$ cat src/rtl/wb_stage_if.sv
// Retiring-op bus from the memory stage into writeback.
// The memory stage is the master; writeback is the slave and returns in_ready.
interface wb_stage_if #(
    parameter int DATA_W  = 24,
    parameter int RADDR_W = 4
);
    logic               in_valid;
    logic               in_ready;
    logic [RADDR_W-1:0] in_rd;
    logic               in_wen;
    logic               in_is_load;
    logic [DATA_W-1:0]  in_alu_result;

    modport master (
        output in_valid, in_rd, in_wen, in_is_load, in_alu_result,
        input  in_ready
    );

    modport slave (
        input  in_valid, in_rd, in_wen, in_is_load, in_alu_result,
        output in_ready
    );
endinterface

$ cat src/rtl/wb_stage.sv
// Writeback stage: retires ALU ops directly and waits for load data,
// with a bounded wait, before driving the regfile write port.
module wb_stage #(
    parameter int DATA_W     = 24,
    parameter int RADDR_W    = 4,
    parameter int LD_TIMEOUT = 255
) (
    input  logic               clk,
    input  logic               rst,
    wb_stage_if.slave          up,
    input  logic               ld_rsp_valid,
    input  logic [DATA_W-1:0]  ld_rsp_data,
    output logic               reg_write_en,
    output logic [RADDR_W-1:0] reg_write_dest,
    output logic [DATA_W-1:0]  reg_write_data,
    output logic               ld_pending,
    output logic [RADDR_W-1:0] ld_pending_rd,
    output logic               ld_timeout
);
    typedef enum logic [0:0] {IDLE = 1'b0, WAIT_LD = 1'b1} state_t;

    // The counter saturates one short of LD_TIMEOUT: the edge that would reach it abandons the load.
    localparam logic [15:0] CNT_LAST = 16'(LD_TIMEOUT - 1);

    state_t             state_r;
    logic [15:0]        cnt_r;
    logic               ld_wen_r;
    logic               reg_write_en_r;
    logic [RADDR_W-1:0] reg_write_dest_r;
    logic [DATA_W-1:0]  reg_write_data_r;
    logic               ld_pending_r;
    logic [RADDR_W-1:0] ld_pending_rd_r;
    logic               ld_timeout_r;
    logic               accept_s;

    // Register 0 is hardwired zero, so writes to it are dropped.
    function automatic logic write_qual(input logic wen, input logic [RADDR_W-1:0] rd);
        return wen && (rd != {RADDR_W{1'b0}});
    endfunction

    assign up.in_ready = (state_r == IDLE);

    // Handshake transfer decode.
    always_comb begin
        accept_s = 1'b0;
        if (up.in_valid && (state_r == IDLE)) begin
            accept_s = 1'b1;
        end else begin
            accept_s = 1'b0;
        end
    end

    // Writeback FSM with registered regfile port and hazard outputs.
    always_ff @(posedge clk or negedge rst) begin
        if (!rst) begin
            state_r          <= IDLE;
            cnt_r            <= 16'd0;
            ld_wen_r         <= 1'b0;
            reg_write_en_r   <= 1'b0;
            reg_write_dest_r <= {RADDR_W{1'b0}};
            reg_write_data_r <= {DATA_W{1'b0}};
            ld_pending_r     <= 1'b0;
            ld_pending_rd_r  <= {RADDR_W{1'b0}};
            ld_timeout_r     <= 1'b0;
        end else begin
            reg_write_en_r <= 1'b0;
            case (state_r)
                IDLE: begin
                    if (accept_s) begin
                        if (up.in_is_load) begin
                            state_r         <= WAIT_LD;
                            cnt_r           <= 16'd0;
                            ld_wen_r        <= up.in_wen;
                            ld_pending_r    <= 1'b1;
                            ld_pending_rd_r <= up.in_rd;
                        end else if (write_qual(up.in_wen, up.in_rd)) begin
                            reg_write_en_r   <= 1'b1;
                            reg_write_dest_r <= up.in_rd;
                            reg_write_data_r <= up.in_alu_result;
                        end
                    end
                end
                WAIT_LD: begin
                    if (ld_rsp_valid) begin
                        state_r         <= IDLE;
                        ld_pending_r    <= 1'b0;
                        ld_pending_rd_r <= {RADDR_W{1'b0}};
                        if (write_qual(ld_wen_r, ld_pending_rd_r)) begin
                            reg_write_en_r   <= 1'b1;
                            reg_write_dest_r <= ld_pending_rd_r;
                            reg_write_data_r <= ld_rsp_data;
                        end
                    end else if (cnt_r >= CNT_LAST) begin
                        state_r         <= IDLE;
                        ld_pending_r    <= 1'b0;
                        ld_pending_rd_r <= {RADDR_W{1'b0}};
                        ld_timeout_r    <= 1'b1;
                    end else begin
                        cnt_r <= cnt_r + 16'd1;
                    end
                end
                default: begin
                    state_r         <= IDLE;
                    ld_pending_r    <= 1'b0;
                    ld_pending_rd_r <= {RADDR_W{1'b0}};
                end
            endcase
        end
    end

    assign reg_write_en   = reg_write_en_r;
    assign reg_write_dest = reg_write_dest_r;
    assign reg_write_data = reg_write_data_r;
    assign ld_pending     = ld_pending_r;
    assign ld_pending_rd  = ld_pending_rd_r;
    assign ld_timeout     = ld_timeout_r;
endmodule
$ cat src/flat_wrapper.sv
// flat-port wrapper written by rule: the top's interface ports become plain ports
module wb_stage_flat 
#(
    parameter int DATA_W     = 24,
    parameter int RADDR_W    = 4,
    parameter int LD_TIMEOUT = 255
)
  (clk, rst, ld_rsp_valid, ld_rsp_data, reg_write_en, reg_write_dest, reg_write_data, ld_pending, ld_pending_rd, ld_timeout, up_in_valid, up_in_rd, up_in_wen, up_in_is_load, up_in_alu_result, up_in_ready);
  wb_stage_if #(.DATA_W(DATA_W), .RADDR_W(RADDR_W)) up_i ();
  input  logic clk;
  input  logic rst;
  input  logic ld_rsp_valid;
  input  logic [DATA_W-1:0] ld_rsp_data;
  output logic reg_write_en;
  output logic [RADDR_W-1:0] reg_write_dest;
  output logic [DATA_W-1:0] reg_write_data;
  output logic ld_pending;
  output logic [RADDR_W-1:0] ld_pending_rd;
  output logic ld_timeout;
  input wire logic [$bits(up_i.in_valid)-1:0] up_in_valid;
  input wire logic [$bits(up_i.in_rd)-1:0] up_in_rd;
  input wire logic [$bits(up_i.in_wen)-1:0] up_in_wen;
  input wire logic [$bits(up_i.in_is_load)-1:0] up_in_is_load;
  input wire logic [$bits(up_i.in_alu_result)-1:0] up_in_alu_result;
  output wire logic [$bits(up_i.in_ready)-1:0] up_in_ready;
  assign up_i.in_valid = up_in_valid;
  assign up_i.in_rd = up_in_rd;
  assign up_i.in_wen = up_in_wen;
  assign up_i.in_is_load = up_in_is_load;
  assign up_i.in_alu_result = up_in_alu_result;
  assign up_in_ready = up_i.in_ready;
  wb_stage #(.DATA_W(DATA_W), .RADDR_W(RADDR_W), .LD_TIMEOUT(LD_TIMEOUT)) u_core (.clk(clk), .rst(rst), .up(up_i), .ld_rsp_valid(ld_rsp_valid), .ld_rsp_data(ld_rsp_data), .reg_write_en(reg_write_en), .reg_write_dest(reg_write_dest), .reg_write_data(reg_write_data), .ld_pending(ld_pending), .ld_pending_rd(ld_pending_rd), .ld_timeout(ld_timeout));
endmodule
$ cat config.mk
export PLATFORM = sky130hd
export DESIGN_NAME = wb_stage_flat
export DESIGN_NICKNAME = d
export VERILOG_FILES = /design/src/rtl/wb_stage_if.sv /design/src/rtl/wb_stage.sv /design/src/flat_wrapper.sv
export SDC_FILE = /design/constraint.sdc
export NUM_CORES = 1
export LEC_CHECK = 0
export BUFFER_PORTS_ARGS = -buffer_cell sky130_fd_sc_hd__buf_4
export CORE_MARGIN = 3
export CORE_UTILIZATION = 48
export DETAILED_ROUTE_END_ITERATION = 10
export GPL_ROUTABILITY_DRIVEN = 0
export PLACE_DENSITY = 0.9
export SLEW_MARGIN = 40
export SYNTH_ARGS = -nofsm -noshare
export SYNTH_HDL_FRONTEND = slang
export SYNTH_SLANG_ARGS = --single-unit
$ cat constraint.sdc
create_clock -name clk -period 2.4 [get_ports clk]
set_input_delay 0.24 -clock clk [delete_from_list [all_inputs] [get_ports clk]]
set_output_delay 0.24 -clock clk [all_outputs]
set_load 0.005 [all_outputs]
# [Word-level counts from Yosys, hierarchy flattened]
# Cells that the tools add are included.
[totals] register_bits=53 word_cells=71 inputBits=58
[classes] reduce_logical=10 n_lt_le_gt_ge=1 addsub=1 eq_ne=9 mux=39 bitwise_logic=2
[op_table] cell="2-to-1 mux 24 bit" n=5
[op_table] cell="2-to-1 mux 16 bit" n=4
[op_table] cell="case mux 24 bit (2 select lines)" n=1
[op_table] cell="2-to-1 mux 4 bit" n=9
[op_table] cell="case mux 16 bit (2 select lines)" n=1
[op_table] cell="adder 16 x 1 -> 16 bit, second input constant" n=1
[op_table] cell="greater-or-equal comparator 16 x 8 -> 1 bit, second input constant" n=1
[op_table] cell="case mux 4 bit (2 select lines)" n=2
[op_table] cell="2-to-1 mux 1 bit" n=14
[op_table] cell="inequality test 2 bit, second input constant" n=6
[op_table] cell="AND reduction 3 bit" n=3
[op_table] cell="nonzero test 4 bit" n=2
[op_table] cell="case mux 1 bit (2 select lines)" n=3
[op_table] cell="AND reduction 5 bit" n=1
[op_table] cell="inequality test 2 x 1 -> 1 bit, second input constant" n=2
[op_table] cell="AND reduction 4 bit" n=1
[op_table] cell="logical AND 1 bit" n=3
[op_table] cell="inequality test 3 bit, second input constant" n=1
[op_table] cell="inverter 1 bit" n=2

# [Depth between registers and ports, before layout]
[depth] ltp_word=6 ltp_mapped=8 mapped_depth_nobuf=6

# [Worst setup path after synthesis]
# No wires, ideal clock.
[synth_timing] kind="register -> register" start="reg u_core.cnt_r[0]" end="reg u_core.cnt_r[4]" n_path_buf=1 synth_period_minus_slack_ps=1728 path_stages_with_launch=8 path_slack_ps=672 t_arrival_ps=1650 required_time_ps=2322 cell_sequence="dfrtp_1 inv_1 ha_1 o211ai_1 o2111ai_1 buf_2 or4_1 a21oi_1"
[synth_between] elab_chain_len=4 word_cells_on_any_way=7 cone_classes="add/sub: 1; order compare: 1; eq/ne: 1; mux: 3; reduce/logical: 1"
[synth_lines] item="start, declared" line="wb_stage.sv:26" source="logic [15:0] cnt_r;"
[synth_lines] item="start signal, assigned" line="wb_stage.sv:99" source="cnt_r <= cnt_r + 16'd1;"
[synth_lines] item="adder 16 x 1 -> 16 bit" line="wb_stage.sv:99"
[synth_lines] item="2-to-1 mux 16 bit" line="wb_stage.sv:93" source="end else if (cnt_r >= CNT_LAST) begin"
[synth_lines] item="2-to-1 mux 16 bit" line="wb_stage.sv:84" source="if (ld_rsp_valid) begin"
[synth_lines] item="case mux 16 bit (2 select lines)" line="wb_stage.sv:67" source="case (state_r)"
# Parallel ways exist; a longest one is shown, timed or not. The select of a mux whose other input is x is not followed.
# A chain may end at the register's enable or synchronous reset.

# [Final worst setup path]
[layout_timing] start="reg u_core.cnt_r[0]" end="reg u_core.cnt_r[2]"
# The elaborated chain is that of the path after synthesis.

==> results.json <==
{
  "cp-end-kind": "register",
  "place_inst": 377,
  "timing_worst_setup_path_type": "reg -> reg",
  "yosys.cell_types.count": 30,
  "place_worst_setup_slack_ns": 0.375,
  "yosys_warnings": 0,
  "place_hpwl_um": 4200,
  "grt_util_met2_pct": 31.5,
  "max_slew_margin_pct": 55.4,
  "insertion_delay_ns": 0.31,
  "synthesis.area_per_instance_um2": 10.6,
  "setup_slack_ns": 0.346,
  "crit_path_top_delay_cell": "sky130_fd_sc_hd__dfrtp_1",
  "crit_required_ns": 2.64,
  "cts_buffers": 5,
  "number_of_hold_violations_in_the_final_report": 0,
  "drive_above_1_share_pct": 33.9,
  "grt-busiest-layer": "met2",
  "cts.sink_count": 53,
  "grt_setup_unrepaired": "false",
  "core_area_um2": 4790,
  "grt_usage_pct": 19.8,
  "grt_remaining_overflow": 0,
  "die-area_um2": 5920,
  "maxClockFrequency_ghz": 0.487,
  "synthDominantCellAreaShare_pct": 54.9,
  "post_layout_nonfiller_instances": 386,
  "clock_tree_from_tritoncts": "yes",
  "finalPower_mw": 2.61,
  "grt.met1_usage_pct": 25.8,
  "drt_first_iter_violations": 83,
  "timing.final.crit_share_pct": 85.6,
  "cp-start-kind": "register",
  "hold_path.class": "in -> reg",
  "power_leakage_nw": 1.56,
  "setup_violations": 0,
  "detail_route.vias_per_cell": 5.17,
  "period_minus_slack_ns": 2.05,
  "maxSlewViolCount": 0,
  "post-route-util_pct": 68.7,
  "clock_path_buffers": 2,
  "postSynthCellCount": 228,
  "synth_area_um2": 2420,
  "worst_path_largest_cell_delay_ns": 0.46,
  "num_io_pins": 94,
  "peakVddDrop_v": 0.000572,
  "antenna_violations_before_repair": 0,
  "final_cell_mix": "95 x sky130_fd_sc_hd__buf_4, 52 x sky130_fd_sc_hd__dfrtp_1, 34 x sky130_fd_sc_hd__a21oi_1",
  "chipWidth_um": 76.9,
  "number_of_nets_produced_by_synthesis": 288,
  "cts_htree_levels": 2,
  "groute.layer.met3.usage_pct": 6.92,
  "clock_root_buffer_master": "sky130_fd_sc_hd__clkbuf_8",
  "crit_arrival_ns": 2.29,
  "outcome": "complete, no violations",
  "fin_nets": 378,
  "power_density_nw_per_um2": 792,
  "wire_per_inst_um": 14.6,
  "worst-path-max-fanout": 12,
  "crit_chain": "inv_1 -> ha_1 -> o211ai_1 -> o2111ai_1 -> buf_4 -> or3_1 -> a21oi_1",
  "antennaDiodeCount": 0,
  "fp.dieH_um": 76.9,
  "detail_route.drc_violations": 0,
  "skew_ns": 0.00723,
  "yosys_register_bits": 53,
  "placement_row_count": 25,
  "grt_pass1_vias": 2007,
  "final_antenna_net_count": 0,
  "max_cap_violations": 0,
  "initial_utilization_pct": 50.5,
  "grt_first_pass_wirelength_um": 9430,
  "synth_sequential_area_ratio_pct": 54.9,
  "final.setup.tns_ns": 0,
  "clk_pin_slew_worst_paths_ns": 0.10,
  "dr.pass1.iters": 4,
  "route.vias.total": 1997,
  "yosysTopAreaCell": "sky130_fd_sc_hd__dfrtp_1",
  "routed_wl_um": 5640,
  "maximum_number_of_pins_on_one_net_before_global_route_repair": 58,
  "worstMarginPinSlew_ns": 0.669,
  "area_growth_syn_to_layout_pct": 36.1,
  "port_buffers": 93,
  "yosys-top-cells-area": "sky130_fd_sc_hd__dfrtp_1 55%, sky130_fd_sc_hd__mux2i_1 13%, sky130_fd_sc_hd__a21oi_1 7.0%",
  "final_common_cell": "sky130_fd_sc_hd__buf_4"
}
-- critical path: cells and delay by family, from the launching register on --
| family | cells | cell delay (ns) |
|---|---|---|
| adder cells (fa/ha/maj) | 1 | 0.19 |
| AO/OA/AOI/OAI | 3 | 0.67 |
| buffers and inverters | 2 | 0.36 |
| flip-flops | 1 | 0.46 |
| AND/OR/NAND/NOR | 1 | 0.30 |
-- metrics by stage --
stage          hold WS [ns]  area, µm²
2_1_floorplan       -0.0556       2420
3_3_place_gp          0.311       3180
3_5_place_dp          0.316       3180
4_1_cts               0.142       3290
5_1_grt               0.158       3290
6_report              0.142       3290
-- per-layer routing --
layer	wire (µm)	up-vias
met4	46	0
met1	2400	940
li1	-	978
met5	0	-
met2	2710	75
met3	477	4
-- logic make-up after synthesis --
kind of cell               synth area share (%)
adders and majority gates                  1.04
and+or+nand+nor                            15.0
buffers and inverters                      3.73
muxes                                      13.3
AOI/OAI and AO/OA                          12.1
DFF                                        54.9
-- timing repair --
| action | CTS | global route |
|---|---|---|
| hold buffers | 1 | 0 |
| buffers inserted | 0 | 0 |
| endpoints found under the setup margin | 0 | 0 |
| gates resized for setup | 0 | 0 |
| endpoints found under the hold margin | 53 | 0 |
-- flip-flops by register name, indices dropped and copies added (netlist names), 4 cells and up --
| signal | flops |
|---|---|
| u_core.cnt_r | 16 |
| u_core.reg_write_dest | 4 |
| u_core.ld_pending_rd | 4 |
| u_core.reg_write_data | 24 |
-- power breakdown --
group / switching [mW] / internal, mW / total (mW)
Sequential: 0.158 / 1.11 / 1.27
Clock: 0.306 / 0.213 / 0.519
Combinational: 0.349 / 0.467 / 0.816
-- path summary, 6_finish.rpt --
check	startpoint	to	slack, ns	depth (start not counted)
max in group asynchronous	rst	u_core.state_r$_DFF_PN0_	1.41	2
worst max register to register	u_core.cnt_r[0]$_DFFE_PN0P_	u_core.cnt_r[2]$_DFFE_PN0P_	0.35	7
worst min register to register	u_core.ld_timeout$_DFFE_PN0P_	u_core.ld_timeout$_DFFE_PN0P_	0.47	1
worst max-delay path	u_core.cnt_r[0]$_DFFE_PN0P_	u_core.cnt_r[2]$_DFFE_PN0P_	0.35	7
min in group asynchronous	rst	u_core.reg_write_data[22]$_DFFE_PN0P_	0.50	2
worst min-delay path	up_in_wen	u_core.ld_wen_r$_DFFE_PN0P_	0.14	3
-- final cells by class --
| class | count | area, µm² |
|---|---|---|
| Clock inverter | 3 | 25.0 |
| Multi-Input combinational cell | 154 | 1010 |
| Fill cell | 347 | 1500 |
| Timing Repair Buffer | 97 | 743 |
| Sequential cell | 53 | 1330 |
| Clock buffer | 5 | 68.8 |
| Inverter | 7 | 26.3 |
| Tap cell | 67 | 83.8 |
-- cell usage after synthesis (all sizes together) --
cell	n
o31ai	2
a21oi	34
or4	2
o21ai	4
or4b	1
dfrtp	53
nand2	9
o21a	2
or3	2
nand4bb	1
o22ai	5
and2b	1
nor4	6
nand3	6
buf	9
o2111ai	1
a21o	1
o211ai	2
nand4	2
mux2i	32
o41ai	1
nor2	30
and2	7
clkbuf	5
inv	7
ha	2
and3	1
(Power assumes the default switching activity.)
